File: config.mk
export PLATFORM = sky130hd
export DESIGN_NAME = alarm_controller
export DESIGN_NICKNAME = d
export VERILOG_FILES = /design/src/rtl/alarm_pkg.sv /design/src/rtl/button_repeat.sv /design/src/rtl/alarm_controller.sv
export SDC_FILE = /design/constraint.sdc
export NUM_CORES = 1
export LEC_CHECK = 0
export CORE_MARGIN = 8
export CORE_UTILIZATION = 28
export CTS_CLUSTER_SIZE = 25
export DETAILED_ROUTE_END_ITERATION = 8
export HOLD_SLACK_MARGIN = 0.15
export PLACE_DENSITY_LB_ADDON = 0.08
export SKIP_CTS_REPAIR_TIMING = 1
export SLEW_MARGIN = 5
export SYNTH_ARGS = -nofsm -noshare
export SYNTH_HDL_FRONTEND = slang
export SYNTH_SLANG_ARGS = --single-unit
File: constraint.sdc
create_clock -name i_Clk_5MHz -period 2.35 [get_ports i_Clk_5MHz]
set_input_delay 0.705 -clock i_Clk_5MHz [delete_from_list [all_inputs] [get_ports i_Clk_5MHz]]
set_output_delay 0.705 -clock i_Clk_5MHz [all_outputs]
set_load 0.005 [all_outputs]
File: src/rtl/alarm_pkg.sv
// rtl/alarm_pkg.sv - shared state encodings, default timing values and counter sizing helper
package alarm_pkg;

  typedef enum logic [1:0] {
    ST_DISARMED = 2'd0,
    ST_ARMED    = 2'd1,
    ST_RINGING  = 2'd2,
    ST_SNOOZING = 2'd3
  } alarm_state_t;

  localparam int DEF_HOLD_CYCLES    = 2_500_000;
  localparam int DEF_REPEAT_CYCLES  = 500_000;
  localparam int DEF_BEEP_CYCLES    = 2_500_000;
  localparam int DEF_SNOOZE_MINUTES = 9;
  localparam int DEF_RING_MINUTES   = 5;

  // Bits needed to count 0..n-1, never narrower than one bit
  function automatic int cnt_width(input int n);
    return (n > 1) ? $clog2(n) : 1;
  endfunction

endpackage

File: src/rtl/button_repeat.sv
// rtl/button_repeat.sv - button edge detect with hold delay and auto-repeat pulses
module button_repeat
  import alarm_pkg::*;
#(
  parameter int HOLD_CYCLES   = DEF_HOLD_CYCLES,
  parameter int REPEAT_CYCLES = DEF_REPEAT_CYCLES
) (
  input  logic clk,
  input  logic rst_n,
  input  logic en,
  input  logic btn,
  output logic pulse
);

  localparam int CW = cnt_width((HOLD_CYCLES > REPEAT_CYCLES) ? HOLD_CYCLES : REPEAT_CYCLES);
  localparam logic [CW-1:0] HOLD_LAST   = CW'(HOLD_CYCLES - 1);
  localparam logic [CW-1:0] REPEAT_LAST = CW'(REPEAT_CYCLES - 1);

  logic          btn_q;
  logic          active;
  logic          repeating;
  logic [CW-1:0] cnt;

  // A press only counts once its rising edge is seen while enabled; release or disable clears everything
  always_ff @(posedge clk or negedge rst_n) begin
    if (!rst_n) begin
      btn_q     <= 1'b0;
      active    <= 1'b0;
      repeating <= 1'b0;
      cnt       <= '0;
      pulse     <= 1'b0;
    end else begin
      btn_q <= btn;
      pulse <= 1'b0;
      if (!en || !btn) begin
        active    <= 1'b0;
        repeating <= 1'b0;
        cnt       <= '0;
      end else if (!btn_q) begin
        pulse     <= 1'b1;
        active    <= 1'b1;
        repeating <= 1'b0;
        cnt       <= '0;
      end else if (active && !repeating) begin
        if (cnt == HOLD_LAST) begin
          pulse     <= 1'b1;
          repeating <= 1'b1;
          cnt       <= '0;
        end else begin
          cnt <= cnt + 1'b1;
        end
      end else if (active) begin
        if (cnt == REPEAT_LAST) begin
          pulse <= 1'b1;
          cnt   <= '0;
        end else begin
          cnt <= cnt + 1'b1;
        end
      end
    end
  end

endmodule

File: src/rtl/alarm_controller.sv
// rtl/alarm_controller.sv - alarm setting buttons, match trigger, ring/snooze FSM and buzzer gating
module alarm_controller
  import alarm_pkg::*;
#(
  parameter int HOLD_CYCLES    = DEF_HOLD_CYCLES,
  parameter int REPEAT_CYCLES  = DEF_REPEAT_CYCLES,
  parameter int BEEP_CYCLES    = DEF_BEEP_CYCLES,
  parameter int SNOOZE_MINUTES = DEF_SNOOZE_MINUTES,
  parameter int RING_MINUTES   = DEF_RING_MINUTES
) (
  input  logic        i_Clk_5MHz,
  input  logic        i_Reset_n,
  input  logic        i_Set_Mode,
  input  logic        i_Btn_Hours,
  input  logic        i_Btn_Minutes,
  input  logic        i_Alarm_En,
  input  logic        i_Snooze,
  input  logic        i_Stop,
  input  logic [15:0] i_Current_Time,
  input  logic        i_Current_PM,
  input  logic [15:0] i_Alarm_Time,
  input  logic        i_Alarm_PM,
  output logic        o_Hours_Inc,
  output logic        o_Minutes_Inc,
  output logic        o_Buzzer,
  output logic [1:0]  o_State
);

  localparam int RW = cnt_width(RING_MINUTES + 1);
  localparam int SW = cnt_width(SNOOZE_MINUTES + 1);
  localparam int BW = cnt_width(BEEP_CYCLES);
  localparam logic [RW-1:0] RING_LOAD   = RW'(RING_MINUTES);
  localparam logic [RW-1:0] RING_ONE    = RW'(1);
  localparam logic [SW-1:0] SNOOZE_LOAD = SW'(SNOOZE_MINUTES);
  localparam logic [SW-1:0] SNOOZE_ONE  = SW'(1);
  localparam logic [BW-1:0] BEEP_LAST   = BW'(BEEP_CYCLES - 1);

  alarm_state_t  state_q, state_d;
  logic [RW-1:0] ring_cnt, ring_d;
  logic [SW-1:0] snz_cnt, snz_d;
  logic [BW-1:0] beep_cnt;
  logic          beep_on;
  logic          match, match_q, trigger;
  logic [3:0]    min_q;
  logic          tick;
  logic          min_lock_q;
  logic          min_btn_eff;
  logic          hr_pulse, min_pulse;

  // Minutes stay locked out from the moment hours joins until the minutes button is let go
  assign min_btn_eff = i_Btn_Minutes & ~i_Btn_Hours & ~min_lock_q;

  button_repeat #(
    .HOLD_CYCLES  (HOLD_CYCLES),
    .REPEAT_CYCLES(REPEAT_CYCLES)
  ) u_hours_btn (
    .clk  (i_Clk_5MHz),
    .rst_n(i_Reset_n),
    .en   (i_Set_Mode),
    .btn  (i_Btn_Hours),
    .pulse(hr_pulse)
  );

  button_repeat #(
    .HOLD_CYCLES  (HOLD_CYCLES),
    .REPEAT_CYCLES(REPEAT_CYCLES)
  ) u_minutes_btn (
    .clk  (i_Clk_5MHz),
    .rst_n(i_Reset_n),
    .en   (i_Set_Mode),
    .btn  (min_btn_eff),
    .pulse(min_pulse)
  );

  // Gating with the live mode level keeps a leftover registered pulse from escaping after setting ends
  assign o_Hours_Inc   = hr_pulse & i_Set_Mode;
  assign o_Minutes_Inc = min_pulse & i_Set_Mode;

  assign match   = (i_Current_Time == i_Alarm_Time) && (i_Current_PM == i_Alarm_PM);
  assign trigger = match & ~match_q;
  assign tick    = (i_Current_Time[3:0] != min_q);

  // match_q resets high so equal times at reset release never look like a fresh match
  always_ff @(posedge i_Clk_5MHz or negedge i_Reset_n) begin
    if (!i_Reset_n) begin
      match_q    <= 1'b1;
      min_q      <= 4'd0;
      min_lock_q <= 1'b0;
    end else begin
      match_q    <= match;
      min_q      <= i_Current_Time[3:0];
      min_lock_q <= i_Btn_Minutes & (min_lock_q | i_Btn_Hours);
    end
  end

  // State and minute counters
  always_ff @(posedge i_Clk_5MHz or negedge i_Reset_n) begin
    if (!i_Reset_n) begin
      state_q  <= ST_DISARMED;
      ring_cnt <= '0;
      snz_cnt  <= '0;
    end else begin
      state_q  <= state_d;
      ring_cnt <= ring_d;
      snz_cnt  <= snz_d;
    end
  end

  // Next state: enable dominates, then set mode / stop, then snooze, then minute timeouts
  always_comb begin
    state_d = state_q;
    ring_d  = ring_cnt;
    snz_d   = snz_cnt;
    if (!i_Alarm_En) begin
      state_d = ST_DISARMED;
      ring_d  = '0;
      snz_d   = '0;
    end else begin
      case (state_q)
        ST_DISARMED: state_d = ST_ARMED;
        ST_ARMED: begin
          if (trigger && !i_Set_Mode) begin
            state_d = ST_RINGING;
            ring_d  = RING_LOAD;
          end
        end
        ST_RINGING: begin
          if (i_Set_Mode || i_Stop) begin
            state_d = ST_ARMED;
            ring_d  = '0;
          end else if (i_Snooze) begin
            state_d = ST_SNOOZING;
            ring_d  = '0;
            snz_d   = SNOOZE_LOAD;
          end else if (tick) begin
            if (ring_cnt <= RING_ONE) begin
              state_d = ST_ARMED;
              ring_d  = '0;
            end else begin
              ring_d = ring_cnt - RING_ONE;
            end
          end
        end
        ST_SNOOZING: begin
          if (i_Set_Mode || i_Stop) begin
            state_d = ST_ARMED;
            snz_d   = '0;
          end else if (tick) begin
            if (snz_cnt <= SNOOZE_ONE) begin
              state_d = ST_RINGING;
              ring_d  = RING_LOAD;
              snz_d   = '0;
            end else begin
              snz_d = snz_cnt - SNOOZE_ONE;
            end
          end
        end
        default: state_d = ST_DISARMED;
      endcase
    end
  end

  // Beep cadence restarts in the "on" half every time ringing is entered
  always_ff @(posedge i_Clk_5MHz or negedge i_Reset_n) begin
    if (!i_Reset_n) begin
      beep_cnt <= '0;
      beep_on  <= 1'b0;
    end else if (state_q != ST_RINGING) begin
      beep_cnt <= '0;
      beep_on  <= 1'b1;
    end else if (beep_cnt == BEEP_LAST) begin
      beep_cnt <= '0;
      beep_on  <= ~beep_on;
    end else begin
      beep_cnt <= beep_cnt + 1'b1;
    end
  end

  assign o_Buzzer = (state_q == ST_RINGING) & beep_on;
  assign o_State  = state_q;

endmodule

==> reports/results.ini <==
[run_status]
status = completed

[cts]
clock_path_buffers = 2
cts_root_buf = clkbuf_16
clkLatencyLatePin_ns = 0.35
cts_sinks = 90
cts_tree = yes
htree_levels = 3
numCtsBuffers = 9
clk_pin_slew_ns = 0.07

[synth]
synthesis.area_um2 = 5040
synth_xor_area_share_pct = 7.65
synth_edf_count = 0
async_flop_share_pct = 100
synth.mux.area_fraction_pct = 1.02
synth_simple_gate_area_share_pct = 27.4
avgSynthCellArea_um2 = 8.90
synth.yosys.warnings = 0
synthCells = 566
synthAdderAreaFrac_pct = 1.74
synth_ff_type = dfrtp_1
synth-compound-area-share_pct = 14.6
yosysTopAreaCellShare_pct = 44.2
synth_top_area_cell = dfrtp_1
seq_area_frac_synth_pct = 44.7
ys_types = 59
synth_top_family_by_area = simple AND/OR/NAND/NOR gates
ys_top_cells_by_area = dfrtp_1 44%, nand2_1 5.4%, xnor2_1 4.2%, nor2_1 4.1%, nand3_1 3.8%
syn_nets = 615
synth_seq_cells = 90

[routing]
drt-total-wl_um = 12900
wl_per_cell_um = 14.2
drcViolationCount = 0
firstDrtPassIters = 4
vias = 4593
ant_nets = 0
first_iter_violations = 226
routed_via_density = 5.05

[floorplan]
start_util_pct = 28.2
core_area_um2 = 17800
die_area_um2 = 22500
die_w_um = 150
die_y_um = 150
rows = 49
pin_count = 47

[sta]
slew_viol_final = 0
fmax_mhz = 449
setup_violations = 0
slew_headroom_pct = 59.7
hold_ws_ns = 0.266
fin_skew_ns = 0.00777
rsz0062_at_grt = no
period_share_pct = 94.9
period_needed_ns = 2.23
finalHoldViolations = 0
worstMarginPinSlew_ns = 0.600

[worst_setup_path]
cp.arrival_ns = 2.46
endpoint_kind = register
crit_fanout = 8
crit_type = reg -> reg
crit_required_ns = 2.58
cp-start-kind = register
reg2reg_slack_ns = 0.12

[power_and_ir_drop]
p_seq_share_pct = 42.9
power.density_nw_per_um2 = 578
combPwrFrac_pct = 15.5
power.share.switching_pct = 25.7
p_int_mw = 2.85
power.switching_uw = 989
p_leak_nw = 2.78
p_clk_share_pct = 41.6
ir_drop_v = 0.000391

[cells_and_area]
fin_cells = 910
fillers = 1771
layout-drive-gt1-share_pct = 15.1
multi_input_area_um2 = 2690
area_growth_pct = 31.9
num-nets-final = 725
ff_latch_area_um2 = 2250
n_antenna_cell = 0

[global_route]
grt_max_degree = 47
grtUsageTotal_pct = 12.0
grt_overflow = 0
grt_pass1_wl_um = 21900
grt_pass1_vias = 4465
antenna_found_initial = 0

[place]
gp_congestion = 0.790
hpwlAfterDp_um = 9600
dp_cells = 894
io_buffers = 46

[worst_hold_path]
hold_path.class = in -> async

[run]
drv_cap = 0

==> per-layer routing <==
metal  share of wire [%]  wire length [um]  up-vias  track usage, %
met5                   0                 0        -               0
met4                 1.2               150        0            4.80
met3                 4.1               528        8            2.37
met2                  47              6020       73            19.2
met1                  48              6220     2237            15.6
li1                    -                 -     2275               -
==> state kept, by name (all words and copies together) (netlist names), 2 cells and up <==
name and cells:
snz_cnt 4, o_State 2, u_minutes_btn.cnt 22, ring_cnt 3, u_hours_btn.cnt 22, min_q 4
beep_cnt 22
==> worst max-delay path: stages (launching register included) <==
cell	delay [ns]
dfrtp_1	0.40
or4bb_4	0.55
nor4_4	0.31
o21a_2	0.22
nor3_4	0.08
buf_4	0.17
a21o_1	0.16
a22o_1	0.22
==> per-stage QoR <==
stage                     TNS, ns  instance area [um^2]  utilization [%]  setup slack (ns)  power (mW)
after floorplan                 0                  5040                -             0.252        1.96
after global placement      -4.75                  6270             35.1            -0.199        2.27
after detailed placement    -5.19                  6270             35.1            -0.207        2.27
after CTS                  -0.631                  6590             36.9            -0.222        3.90
after global routing            0                  6650             37.3           0.00224        4.03
final                           0                  6650             37.3             0.120        3.84
==> worst paths after layout <==
check / from / cells past startpoint / endpoint
setup / recovery: u_minutes_btn.cnt[11] / 7 / u_minutes_btn.cnt[21]
hold / removal: i_Reset_n / 1 / u_hours_btn.cnt[18]
setup reg to reg: u_minutes_btn.cnt[11] / 7 / u_minutes_btn.cnt[21]
hold reg to reg: u_hours_btn.btn_q / 1 / u_hours_btn.active
max in group asynchronous: i_Reset_n / 2 / u_hours_btn.cnt[1]
min in group i_Clk_5MHz: u_hours_btn.btn_q / 1 / u_hours_btn.active
==> placed cells by master (no fill, tap or decap), drive strengths merged, types with 8 or more instances in the layout <==
cell	netlist	final
a21oi	32	32
a31oi	19	19
and3	10	10
buf	10	72
clkbuf	8	12
clkdlybuf4s50	0	42
dfrtp	89	89
inv	16	16
nand2	72	72
nand2b	8	8
nand3	38	38
nand4	16	16
nor2	55	55
nor3	13	13
nor4	13	13
o21ai	31	31
xnor2	24	24
xor2	20	20
==> layout make-up <==
type	instances	share of cell area [%]
Clock inverter	4	1.15
Multi-Input combinational cell	442	40.4
Timing Repair Buffer	117	15.6
Tap cell	229	4.31
Inverter	16	0.904
Sequential cell	90	33.9
Clock buffer	12	3.71
==> synthesized netlist by cell type (all sizes together), types with 16 or more instances <==
| cell | instances |
|---|---|
| nand4 | 16 |
| a21oi | 32 |
| o21ai | 31 |
| inv | 16 |
| xnor2 | 24 |
| nand2 | 72 |
| nor2 | 55 |
| a31oi | 19 |
| xor2 | 20 |
| nand3 | 38 |
| dfrtp | 89 |
==> power groups by stage <==
stage               sequential, mW  clock [mW]  combinational [mW]
floorplan                     1.67           0               0.294
global placement              1.68           0               0.594
detailed placement            1.67           0               0.595
CTS                           1.65        1.66               0.597
global route                  1.66        1.71               0.665
finish                        1.65        1.60               0.594
==> cell families (layout without fill, tap and decap cells) <==
| logic type | Yosys count | count (layout) |
|---|---|---|
| and+or+nand+nor | 268 | 268 |
| AOI/OAI and AO/OA | 118 | 118 |
| DFF | 90 | 90 |
| xor gates and xnor gates | 44 | 44 |
| buffers and inverters | 34 | 149 |
| adders and majority gates | 7 | 7 |
| muxes | 5 | 5 |
Power figures use the tool's default switching activity.
